$ cat src/rtl/alu_serial_pkg.sv
// Shared encodings for the digit-serial ALU: mode/opsel constants, FSM states, status flags.
package alu_serial_pkg;

  localparam logic MODE_ARITH = 1'b0;
  localparam logic MODE_LOGIC = 1'b1;

  localparam logic [2:0] OP_ADD  = 3'b000;
  localparam logic [2:0] OP_ADC  = 3'b001;
  localparam logic [2:0] OP_SUB  = 3'b010;
  localparam logic [2:0] OP_SBC  = 3'b011;
  localparam logic [2:0] OP_INC  = 3'b100;
  localparam logic [2:0] OP_DEC  = 3'b101;
  localparam logic [2:0] OP_PASA = 3'b110;
  localparam logic [2:0] OP_NEG  = 3'b111;

  localparam logic [2:0] OP_AND  = 3'b000;
  localparam logic [2:0] OP_OR   = 3'b001;
  localparam logic [2:0] OP_XOR  = 3'b010;
  localparam logic [2:0] OP_NOT  = 3'b011;
  localparam logic [2:0] OP_SHL  = 3'b100;
  localparam logic [2:0] OP_SHR  = 3'b101;
  localparam logic [2:0] OP_PASB = 3'b110;
  localparam logic [2:0] OP_NAND = 3'b111;

  typedef enum logic [1:0] {S_IDLE, S_RUN, S_DONE} state_e;

  typedef struct packed {
    logic c;
    logic z;
    logic n;
    logic v;
  } flags_t;

  // Carry fed into digit 0; subtract/increment/negate get their +1 here.
  function automatic logic seed_carry(input logic mode, input logic [2:0] opsel, input logic cin);
    logic s;
    s = 1'b0;
    if (mode == MODE_ARITH) begin
      case (opsel)
        OP_ADC, OP_SBC:         s = cin;
        OP_SUB, OP_INC, OP_NEG: s = 1'b1;
        default:                s = 1'b0;
      endcase
    end
    return s;
  endfunction

endpackage

$ cat src/rtl/alu_digit.sv
// Combinational DIGIT-bit arithmetic/logic slice; operand inversions are done here, carry-in comes from outside.
module alu_digit
  import alu_serial_pkg::*;
#(
  parameter int DIGIT = 2
) (
  input  logic [DIGIT-1:0] a,
  input  logic [DIGIT-1:0] b,
  input  logic             cin,
  input  logic             mode,
  input  logic [2:0]       opsel,
  output logic [DIGIT-1:0] sum,
  output logic             cout,
  output logic             cmsb
);

  logic [DIGIT-1:0] ax, bx;
  logic             c;

  always_comb begin
    ax   = a;
    bx   = b;
    sum  = '0;
    cout = 1'b0;
    cmsb = 1'b0;
    c    = cin;
    if (mode == MODE_ARITH) begin
      case (opsel)
        OP_SUB, OP_SBC:  bx = ~b;
        OP_INC, OP_PASA: bx = '0;
        OP_DEC:          bx = '1;
        OP_NEG: begin
          ax = ~a;
          bx = '0;
        end
        default:         bx = b;
      endcase
      for (int i = 0; i < DIGIT; i++) begin
        if (i == DIGIT - 1) cmsb = c;
        sum[i] = ax[i] ^ bx[i] ^ c;
        c      = (ax[i] & bx[i]) | (ax[i] & c) | (bx[i] & c);
      end
      cout = c;
    end else begin
      case (opsel)
        OP_AND:  sum = a & b;
        OP_OR:   sum = a | b;
        OP_XOR:  sum = a ^ b;
        OP_NOT:  sum = ~a;
        OP_PASB: sum = b;
        OP_NAND: sum = ~(a & b);
        default: sum = a;  // shifts arrive pre-shifted on a
      endcase
    end
  end

endmodule

$ cat src/rtl/alu_serial_nbit.sv
// Digit-serial N-bit ALU: latches the request, runs WIDTH/DIGIT digit steps LSB first, then holds result/flags until accepted.
module alu_serial_nbit
  import alu_serial_pkg::*;
#(
  parameter int WIDTH = 8,
  parameter int DIGIT = 2
) (
  input  logic             clk,
  input  logic             rst,
  input  logic             in_valid,
  output logic             in_ready,
  input  logic [WIDTH-1:0] op1,
  input  logic [WIDTH-1:0] op2,
  input  logic             cin,
  input  logic             mode,
  input  logic [2:0]       opsel,
  output logic             out_valid,
  input  logic             out_ready,
  output logic [WIDTH-1:0] result,
  output logic             flag_c,
  output logic             flag_z,
  output logic             flag_n,
  output logic             flag_v
);

  localparam int NUM_STEPS = WIDTH / DIGIT;
  localparam int SW        = (NUM_STEPS > 1) ? $clog2(NUM_STEPS) : 1;

  state_e           state_q, state_d;
  logic [SW-1:0]    step_q, step_d;
  logic [WIDTH-1:0] a_q, b_q, res_acc_q, result_q;
  logic             cin_q, mode_q, carry_q, zacc_q;
  logic [2:0]       opsel_q;
  flags_t           flags_q, fin;

  logic             accept, last;
  logic [WIDTH-1:0] a_src, a_sh, b_sh, res_next;
  logic [DIGIT-1:0] sum;
  logic             cout, cmsb;

  assign accept = in_valid && (state_q == S_IDLE);
  assign last   = (step_q == SW'(NUM_STEPS - 1));

  // Shifts consume the whole latched word, so the slice just passes a pre-shifted copy.
  always_comb begin
    a_src = a_q;
    if (mode_q == MODE_LOGIC && opsel_q == OP_SHL) a_src = {a_q[WIDTH-2:0], cin_q};
    if (mode_q == MODE_LOGIC && opsel_q == OP_SHR) a_src = {cin_q, a_q[WIDTH-1:1]};
  end

  assign a_sh     = a_src >> (int'(step_q) * DIGIT);
  assign b_sh     = b_q >> (int'(step_q) * DIGIT);
  assign res_next = res_acc_q | (WIDTH'(sum) << (int'(step_q) * DIGIT));

  alu_digit #(.DIGIT(DIGIT)) u_digit (
    .a     (a_sh[DIGIT-1:0]),
    .b     (b_sh[DIGIT-1:0]),
    .cin   (carry_q),
    .mode  (mode_q),
    .opsel (opsel_q),
    .sum   (sum),
    .cout  (cout),
    .cmsb  (cmsb)
  );

  always_comb begin
    fin.z = zacc_q & (sum == '0);
    fin.n = res_next[WIDTH-1];
    fin.c = 1'b0;
    fin.v = 1'b0;
    if (mode_q == MODE_ARITH) begin
      if (opsel_q != OP_PASA) begin
        fin.c = cout;
        fin.v = cmsb ^ cout;
      end
    end else if (opsel_q == OP_SHL) begin
      fin.c = a_q[WIDTH-1];
    end else if (opsel_q == OP_SHR) begin
      fin.c = a_q[0];
    end
  end

  always_comb begin
    state_d = state_q;
    step_d  = step_q;
    case (state_q)
      S_IDLE: if (in_valid) begin
        state_d = S_RUN;
        step_d  = '0;
      end
      S_RUN: begin
        step_d = step_q + SW'(1);
        if (last) begin
          state_d = S_DONE;
          step_d  = '0;
        end
      end
      S_DONE: if (out_ready) state_d = S_IDLE;
      default: state_d = S_IDLE;
    endcase
  end

  always_ff @(posedge clk or posedge rst) begin
    if (rst) begin
      state_q <= S_IDLE;
      step_q  <= '0;
    end else begin
      state_q <= state_d;
      step_q  <= step_d;
    end
  end

  always_ff @(posedge clk or posedge rst) begin
    if (rst) begin
      a_q       <= '0;
      b_q       <= '0;
      cin_q     <= 1'b0;
      mode_q    <= 1'b0;
      opsel_q   <= '0;
      carry_q   <= 1'b0;
      zacc_q    <= 1'b0;
      res_acc_q <= '0;
      result_q  <= '0;
      flags_q   <= '0;
    end else if (accept) begin
      a_q       <= op1;
      b_q       <= op2;
      cin_q     <= cin;
      mode_q    <= mode;
      opsel_q   <= opsel;
      carry_q   <= seed_carry(mode, opsel, cin);
      zacc_q    <= 1'b1;
      res_acc_q <= '0;
    end else if (state_q == S_RUN) begin
      carry_q   <= cout;
      zacc_q    <= fin.z;
      res_acc_q <= res_next;
      if (last) begin
        result_q <= res_next;
        flags_q  <= fin;
      end
    end
  end

  assign in_ready  = (state_q == S_IDLE);
  assign out_valid = (state_q == S_DONE);
  assign result    = result_q;
  assign flag_c    = flags_q.c;
  assign flag_z    = flags_q.z;
  assign flag_n    = flags_q.n;
  assign flag_v    = flags_q.v;

endmodule

$ cat config.mk
export PLATFORM = sky130hd
export DESIGN_NAME = alu_serial_nbit
export DESIGN_NICKNAME = d
export VERILOG_FILES = /design/src/rtl/alu_serial_pkg.sv /design/src/rtl/alu_digit.sv /design/src/rtl/alu_serial_nbit.sv
export SDC_FILE = /design/constraint.sdc
export NUM_CORES = 1
export LEC_CHECK = 0
export CAP_MARGIN = 20
export CORE_ASPECT_RATIO = 1.1
export CORE_MARGIN = 1.5
export CORE_UTILIZATION = 49
export CTS_CLUSTER_DIAMETER = 200
export DETAILED_ROUTE_END_ITERATION = 16
export PLACE_DENSITY = 0.76
export SKIP_CTS_REPAIR_TIMING = 1
export SYNTH_ARGS = -nofsm -noshare
export SYNTH_HDL_FRONTEND = slang
export SYNTH_SLANG_ARGS = --single-unit
$ cat constraint.sdc
create_clock -name clk -period 3.1 [get_ports clk]
set_input_delay 0.775 -clock clk [delete_from_list [all_inputs] [get_ports clk]]
set_output_delay 0.775 -clock clk [all_outputs]
set_load 0.01 [all_outputs]
==> flow_summary.toml <==
[outcome]
outcome = "finished, violations left"
violations = "setup timing"

[clock_network]
cts_tree = "done"
root_buffer = "clkbuf_8"
clock_sinks = 46
htree_levels = 2
cts_buffers = 5
insertion_delay_ns = 0.30
path_clk_slew_ns = 0.09
clock_path_buffers = 2

[critical_path]
r2r_start = "opsel_q[1]$_DFFE_PP0P_"
crit_type = "flop to flop"
cp-startpoint = "opsel_q[1]$_DFFE_PP0P_"
path_max_fanout = 6
end_kind = "flop"
cp.required_ns = 3.33
cp_data_arrival_time_ns = 3.38
start_kind = "flop"

[floorplanning]
rows = 28
dieArea_um2 = 5940
initial_core_util = 0.505
ioPinCount = 39
core_area_um2 = 5330
die_y_um = 80.7
die_w_um = 73.6

[finish]
most-common-layout-cells = "84 x nand2_1, 43 x dfrtp_1, 38 x clkdlybuf4s50_1"
syn2layout_area_growth_pct = 30.3
drive_gt1_frac = 0.197
final_common_cell = "nand2_1"
antenna_cells = 0
fin_nets = 390
fill_cells = 426

[yosys]
netlist_area_um2 = 2690
yosysWarnings = 0
ys_seq_area_frac = 0.428
avgSynthCellArea_um2 = 9.08
ys_ff_latch = 46
async_reset_ff_frac = 1.00
synth-edff-count = 0
synth_nets = 327
dominantRegCellSynth = "dfrtp_1"
syn_inst = 296
ys_types = 53

[timing]
tightest_slew_ns = 0.559
relSlewSlack = 0.628
rsz0062_at_grt = "true"
min_period_ns = 3.15
fin_setup_tns_ns = -0.287
drv_slew = 0
setup_viol = 10
fin_skew_ns = 0.00541
finalHoldViolations = 0
worst_slack_ns = -0.0507
timing.fmax_ghz = 0.317
post-route-period-util = 1.02

[placement]
dpl.hpwl_um = 4440
pre_cts_ws_ns = -0.0893
port-buffer-count = 38
gp_congestion = 0.900

[pwr]
ir_drop_v = 0.000554
finalPower_mw = 4.38
power_density_nw_per_um2 = 1250
leakagePower_nw = 1.61

[job]
drv_cap = 0

[detailed_routing]
avgViaCountPerCell = 5.39
drt_iter0_drc = 254
antenna_left = 0
first_pass_iters = 5
wl_um = 6310
drc = 0
wl_per_cell_um = 14.5
vias = 2344

[global_routing]
grt_pass1_wl_um = 10100
overflow = 0
grtUsageTotal = 0.223
grt_pass1_vias = 2035
grt_start_max_net_pins = 47
antenna_found_initial = 0

[worst_hold_path]
hp-start = "b_q[7]$_DFFE_PP0P_"
hp-class = "flop to flop"
sequential cells by signal, summed over array words and instances (netlist names), 2 cells and up:
signal     cells
result         8
step_q         2
a_q            8
b_q            8
res_acc_q      8
state_q        2
opsel_q        3
worst max-delay path: stages, from the launching register on:
cell	delay [ns]
dfrtp_1	0.43
nand3b_4	0.20
mux2i_2	0.18
a2111oi_4	0.36
nor3_2	0.10
xor2_1	0.19
fa_2	0.38
inv_2	0.06
fa_1	0.40
inv_1	0.06
o22ai_1	0.07
a211o_1	0.36
buf_4	0.17
o21ai_1	0.12
cell usage after synthesis (5+ instances only):
cell,instances,area share
a21oi_1,11,0.020
a31oi_1,5,0.012
a41oi_1,5,0.016
and2_1,5,0.012
clkbuf_1,10,0.014
dfrtp_1,46,0.43
inv_1,8,0.011
mux2i_1,11,0.041
nand2_1,84,0.12
nand3_1,7,0.013
nor2_1,20,0.028
o21ai_0,10,0.019
o21ai_1,6,0.011
metal layers:
layer | global-route usage | wire length, um | vias up
li1 | - | - | 1147
met4 | 0.0704 | 129 | 0
met2 | 0.339 | 3100 | 83
met1 | 0.316 | 2710 | 1100
met3 | 0.0452 | 373 | 14
met5 | 0 | 0 | -
report_power, final:
part / internal [mW] / total, mW / switching (mW) / leakage, nW
Combinational: 1.39 / 2.92 / 1.52 / 0.991
Sequential: 0.879 / 1.07 / 0.191 / 0.572
Clock: 0.184 / 0.387 / 0.203 / 0.0489
Total: 2.46 / 4.38 / 1.92 / 1.61
area by class of cell:
type                       count  area (um2)  share of cell area
clock inverter                 1        8.76             0.00250
timing repair buffer          76         686               0.196
sequential                    46        1150               0.330
multi-input combinational    221        1440               0.411
tap                           75        93.8              0.0268
inverter                       9        33.8             0.00965
clock buffer                   7        86.3              0.0247
worst paths after layout:
check | cells past startpoint | slack, ns | to
worst max register to register | 13 | -0.05 | result[1]$_DFFE_PP0P_
worst max-delay path | 13 | -0.05 | result[1]$_DFFE_PP0P_
max in group asynchronous | 3 | 1.77 | mode_q$_DFFE_PP0P_
worst min register to register | 2 | 0.48 | b_q[7]$_DFFE_PP0P_
min in group asynchronous | 3 | 0.92 | res_acc_q[1]$_DFFE_PP0P_
worst min-delay path | 2 | 0.48 | b_q[7]$_DFFE_PP0P_
per-stage QoR:
| step | utilization | cells | hold slack [ns] | cell area [um2] |
|---|---|---|---|---|
| floorplan | - | 296 | 0.440 | 2700 |
| global placement | 0.617 | 419 | 0.453 | 3290 |
| detailed placement | 0.617 | 419 | 0.461 | 3290 |
| CTS | 0.635 | 427 | 0.484 | 3380 |
| global route | 0.658 | 435 | 0.504 | 3500 |
| finish | 0.658 | 435 | 0.476 | 3500 |
cell families (layout without fill, tap and decap cells):
family	Yosys count	after routing	synth area share
fa+ha+maj	6	6	0.0335
mux	17	17	0.0787
buf+inv	30	93	0.0577
compound gates	55	56	0.155
xor+xnor	6	6	0.0196
simple gates	136	136	0.227
flops	46	46	0.428
Power figures use the tool's default switching activity.
